===== src/rtl/rf_fill_sequencer.sv =====
// rf_fill_sequencer: streams DEPTH-word tiles from the GBF into ping-pong RF buffers on array demand.
module rf_fill_sequencer #(
  parameter int ADDR_BITWIDTH = 2,
  parameter int DEPTH = 4,
  parameter int DATA_BITWIDTH = 512,
  parameter int GBF_ADDR_BITWIDTH = 10,
  parameter int CNT_BITWIDTH = 8
) (
  input  logic clk,
  input  logic reset,
  input  logic start,
  input  logic [GBF_ADDR_BITWIDTH-1:0] base_addr,
  input  logic [CNT_BITWIDTH-1:0] num_tiles,
  input  logic rf1_need_data,
  input  logic rf2_need_data,
  input  logic turn_off,
  input  logic [DATA_BITWIDTH-1:0] gbf_rd_data,
  output logic gbf_rd_en,
  output logic [GBF_ADDR_BITWIDTH-1:0] gbf_rd_addr,
  output logic data_avail,
  output logic [ADDR_BITWIDTH-1:0] w_addr,
  output logic [DATA_BITWIDTH-1:0] data,
  output logic wr_valid,
  output logic buf1_send_finish,
  output logic buf2_send_finish,
  output logic busy,
  output logic done
);
  typedef enum logic [2:0] {IDLE, WAIT_NEED, FILL, DRAIN, FINISH} state_t;
  localparam logic [ADDR_BITWIDTH-1:0] K_LAST = ADDR_BITWIDTH'(DEPTH - 1);
  state_t state, state_n;
  logic [GBF_ADDR_BITWIDTH-1:0] rd_ptr;
  logic [CNT_BITWIDTH-1:0] cnt;
  logic [ADDR_BITWIDTH-1:0] k;
  logic [DATA_BITWIDTH-1:0] data_q;
  logic tgt;
  logic ack;
  always_comb begin
    state_n = state;
    ack = state == FINISH && turn_off;
    case (state)
      IDLE:      state_n = (start && num_tiles != '0) ? WAIT_NEED : IDLE;
      WAIT_NEED: state_n = (tgt ? rf2_need_data : rf1_need_data) ? FILL : WAIT_NEED;
      FILL:      state_n = k == K_LAST ? DRAIN : FILL;
      DRAIN:     state_n = FINISH;
      FINISH:    state_n = ack ? (cnt == CNT_BITWIDTH'(1) ? IDLE : WAIT_NEED) : FINISH;
      default:   state_n = IDLE;
    endcase
    gbf_rd_en = state == FILL;
    gbf_rd_addr = gbf_rd_en ? rd_ptr + GBF_ADDR_BITWIDTH'(k) : '0;
    data_avail = state == FILL || state == DRAIN;
    buf1_send_finish = state == FINISH && !tgt;
    buf2_send_finish = state == FINISH && tgt;
    busy = state != IDLE;
    // GBF data lands in the write cycle itself; data_q keeps it stable between writes
    data = wr_valid ? gbf_rd_data : data_q;
  end
  always_ff @(posedge clk) begin
    if (!reset) begin
      state <= IDLE;
      rd_ptr <= '0;
      cnt <= '0;
      tgt <= 1'b0;
      k <= '0;
      w_addr <= '0;
      wr_valid <= 1'b0;
      data_q <= '0;
      done <= 1'b0;
    end else begin
      state <= state_n;
      wr_valid <= gbf_rd_en;
      done <= 1'b0;
      if (gbf_rd_en) begin
        w_addr <= k;
        k <= k == K_LAST ? '0 : k + 1'b1;
      end
      if (wr_valid) data_q <= gbf_rd_data;
      if (state == IDLE && start) begin
        rd_ptr <= base_addr;
        cnt <= num_tiles;
        done <= num_tiles == '0;
      end
      if (ack) begin
        rd_ptr <= rd_ptr + GBF_ADDR_BITWIDTH'(DEPTH);
        tgt <= !tgt;
        cnt <= cnt - 1'b1;
        done <= cnt == CNT_BITWIDTH'(1);
      end
    end
  end
endmodule

===== config.mk =====
export PLATFORM = sky130hd
export DESIGN_NAME = rf_fill_sequencer
export DESIGN_NICKNAME = d
export VERILOG_FILES = /design/src/rtl/rf_fill_sequencer.sv
export SDC_FILE = /design/constraint.sdc
export NUM_CORES = 1
export LEC_CHECK = 0
export CAP_MARGIN = 20
export CORE_AREA = 5 5 412 414
export CTS_BUF_LIST = sky130_fd_sc_hd__clkbuf_4
export CTS_CLUSTER_DIAMETER = 150
export DETAILED_ROUTE_END_ITERATION = 8
export DIE_AREA = 0 0 417 419
export PLACE_DENSITY_LB_ADDON = 0.25
export SETUP_SLACK_MARGIN = 0.02
export SYNTH_ARGS = -nofsm -noshare
export SYNTH_HDL_FRONTEND = slang
export SYNTH_SLANG_ARGS = --single-unit

===== constraint.sdc =====
create_clock -name clk -period 5 [get_ports clk]
set_clock_uncertainty 0.1 [all_clocks]
set_input_delay 0.75 -clock clk [delete_from_list [all_inputs] [get_ports clk]]
set_output_delay 0.75 -clock clk [all_outputs]
set_load 0.01 [all_outputs]

-- Yosys cells after proc, flatten, opt, wreduce, memory -nomap -nowiden
Index checks and enable logic that the tools add are counted.
- input port bits: 536
- output and inout port bits: 531
- register bits: 540
- mux-type cells: 16
- add/sub/neg operators: 4
- reduce and logical (&&, ||, !) cells: 12
- equal/unequal tests: 6
- operators with widths (kind ; count):
    $mux W512 ; 1
    $mux W10 ; 3
    $mux W8 ; 2
    $pmux W3 S5 ; 1
    $add A10 B2 Y10 ; 1
    $add A10 B3 Y10 const B ; 1
    $eq A8 B1 Y1 const B ; 1
    $logic_not A8 Y1 ; 1
    $reduce_bool A8 Y1 ; 1
    $sub A8 B1 Y8 const B ; 1
    $eq A3 B2 Y1 const B ; 2
    $mux W1 ; 6
    $logic_and A1 B1 Y1 ; 5
    $mux W2 ; 2
    $eq A3 B1 Y1 const B ; 1
    $eq A3 B3 Y1 const B ; 1
    $logic_not A3 Y1 ; 1
    $mux W3 ; 1
    $reduce_bool A3 Y1 ; 1
    $add A2 B1 Y2 const B ; 1
    $eq A2 B2 Y1 const B ; 1
    $reduce_bool A2 Y1 ; 1
    $logic_not A1 Y1 ; 1
    $logic_or A1 B1 Y1 ; 1

-- Logic depth before layout (Yosys ltp)
- word-level depth: 4
- mapped depth: 7
- mapped depth without buffers: 6

-- Worst setup path before layout
Ideal clock, no wire load.
- path kind: reg-to-output
- from: register k[0]
- to: output port gbf_rd_addr[6]
- cell stages (with the launch flop): 6
- path buffers: 0
- arrival: 1.585 ns
- data required time: 4.150 ns
- slack: 2.565 ns
- path through: dfxtp_1 > ha_1 > inv_1 > fa_1 > or3_1 > a21oi_1
- cells in the longest elaborated chain, start to end: 2
- RTL lines (what ; line ; RTL):
    from (decl) ; 34 ; logic [ADDR_BITWIDTH-1:0] k;
    from (signal assigned) ; 75 ; k <= k == K_LAST ? '0 : k + 1'b1;
    $add A10 B2 Y10 ; 50 ; gbf_rd_addr = gbf_rd_en ? rd_ptr + GBF_ADDR_BITWIDTH'(k) : '0;
    $mux W10 ; 50 ;
    to (decl) ; 19 ; output logic [GBF_ADDR_BITWIDTH-1:0] gbf_rd_addr,
Every way passes these cells.

-- Final worst setup path
Same ends and word-level chain as after synthesis.

==> out/results.ini <==
[run_status]
status=complete, no violations

[place]
place_area_sq_um=34500
dpl.hpwl_um=88700
globalplace.congestion=0.827
place_inst=5025
portBuffers=1066

[final_layout]
finalInstanceArea_sq_um=40200
fill_cells=18000
final_cell_mix=1065 x clkdlybuf4s50_1, 539 x dfxtp_1, 514 x mux2_2, 514 x and2_1, 370 x dlygate4sd3_1
nets=3907
layout-drive-gt1-share_pct=22.9
final_cell_count_no_fill=5671
synthToLayoutAreaGrowth_pct=88.3
post-route-util_pct=24.2
final_common_cell=clkdlybuf4s50_1

[drt]
totalWireLength_um=113000
drc=0
antenna_left=0
first_iter_violations=711
vias=19500
via_per_inst=3.44
drt-pass1-iter-count=5
routedWlPerCell_um=20.0

[floorplanning]
die_x_um=417
core_area_sq_um=166000
rows=150
die_h_um=419
dieArea_sq_um=175000
pin_count=1067
initial_core_util_pct=12.9

[clocking]
cts_resized=0
cts_made_buffers=171
htree_levels=4
cts-root-buf=clkbuf_4
cts_tree=done
holdBufCountCts=370
clock_latency_ps=1130
cts.clk_slew.worst_paths_ps=60
cts_buffer_depth=3
post_cts_buffers=0
cts.sinks=540

[setup_path]
crit_path_max_incr_delay_ps=630
crit_family=buffers and inverters
worstSetupPathType=flip-flop to output pin
r2r_end=data_q[56]
cp_cell_sequence=ha_1, inv_1, fa_1, or3_1, a21oi_1, clkdlybuf4s50_1
slowest_stage=clkdlybuf4s50_1
cp.required_ps=4150
worst-path-buf-inv=2
end_kind=output pin
reg2reg_slack_ps=2540
worst-r2r-cell-count=4
cp_max_fo=5
cp.arrival_ps=3630
cp-start-kind=flip-flop
r2r_start=wr_valid

[grt]
track_usage_pct=12.4
grt_pass1_vias=20200
grt_max_degree=141
antenna_found_initial=57
gr-total-overflow=0
grt_first_pass_wirelength_um=154000

[run]
maxCapViolations=0

[sta]
hold_viol=0
maxSlewViolCount=0
slew_headroom_pct=47.6
fmaxAchievable_ghz=0.223
setup-violations-final=0
finalSetupTns_ps=0
worstMarginPinSlew_ps=786
fin_crit_sh_pct=89.7
post-route-min-period_ps=4480
rsz0062_at_grt=no

[worst_hold_path]
hold_depth=3
holdPathEnd=data_q[366]
min_from=gbf_rd_data[366]
hp-class=input pin to flip-flop

[power_and_ir_drop]
max-vdd-ir-drop_uv=208
p_total_uw=10400
pwr_density_cell_nw_per_um2=259
power.leakage_uw=0.0157

[synth]
ys_ff_latch=540
syn_nets=2402
yosys-top-cells-area=dfxtp_1 51%, mux2_2 27%, and2_1 15%
synth_area_sq_um=21300
avgSynthCellArea_sq_um=11.5
yosys.area.top_type=dfxtp_1
netlist_instances=1859
ys_types=43
yosysWarnings=0
seq_area_frac_synth_pct=50.6
synth_top_area_share_pct=50.6

how the worst max path moves through the flow:
stage                     slack, ps  from  depth (start not counted)        endpoint
after CTS                       210  k[0]                          6  gbf_rd_addr[6]
after global routing            100  k[0]                          6  gbf_rd_addr[6]
after floorplan                2570  k[0]                          5  gbf_rd_addr[6]
after detailed placement       1710  k[0]                          6  gbf_rd_addr[6]
after global placement         1650  k[0]                          6  gbf_rd_addr[6]
final                           520  k[0]                          6  gbf_rd_addr[6]
state kept, by name, summed over array words and instances, names as in the netlist, 2 cells and up:
signal  flops
k           2
rd_ptr     10
cnt         8
state       3
data_q    512
w_addr      2
cells by family after synthesis:
| group | after synthesis | share of synthesized area (%) |
|---|---|---|
| AND/OR/NAND/NOR | 602 | 17.2 |
| flip-flops | 540 | 50.6 |
| multiplexers | 515 | 27.2 |
| buffers and inverters | 134 | 2.69 |
| AO/OA/AOI/OAI | 55 | 1.59 |
| adder cells (fa/ha/maj) | 7 | 0.445 |
| XOR/XNOR | 6 | 0.246 |
final cells by class:
class | instances | area [sq um] | area share (%)
Tap cell | 2204 | 2760 | 6.86
Timing Repair Buffer | 1457 | 14600 | 36.4
Clock buffer | 234 | 1760 | 4.37
Inverter | 9 | 33.8 | 0.0840
Multi-Input combinational cell | 1185 | 9970 | 24.8
Clock inverter | 14 | 154 | 0.383
Antenna cell | 28 | 70.1 | 0.174
Sequential cell | 540 | 10800 | 26.9
tightest hold or removal path, cell delays in order:
cell and delay (ps):
clkdlybuf4s50_1 450, mux2_2 180, and2_1 120
through the flow:
stage,hold WS [ps],setup WS [ps]
6_report,287,515
5_1_grt,55.7,104
4_1_cts,0.343,208
3_5_place_dp,352,1710
3_3_place_gp,366,1650
2_1_floorplan,336,2570
Yosys cell counts, drive strengths merged:
library cell    n
nor2b           5
nor4            3
inv             9
nand3b          2
dfxtp         540
o211ai          1
o311ai          1
nand3           3
a311o           1
nand2          20
o311a           1
buf            57
mux2i           1
a222oi          1
or4             1
nand2b          2
xnor2           5
o21a            1
nor4b           2
nor3            9
a221oi          3
a22oi           2
and2          515
and3            1
xor2            1
ha              6
a31oi           3
mux2          514
o221a           1
a21oi          26
nand4bb         1
a32oi           2
a2bb2oi         2
and4bb          1
or3             7
fa              1
o21ai          10
nor2           30
clkbuf         68
report_power, final:
group / switching [uW] / leakage (uW) / internal, uW
logic: 632 / 0.0102 / 1020
clock network: 2080 / 0.00114 / 2250
registers: 36.6 / 0.00436 / 4400
total: 2750 / 0.0157 / 7670
per-layer routing:
layer / global-route usage [%] / wire [um]
met3: 5.55 / 10000
met4: 5.41 / 4090
met1: 14.5 / 46000
met5: 0 / 164
met2: 19.8 / 53200
Power figures use the tool's default switching activity.
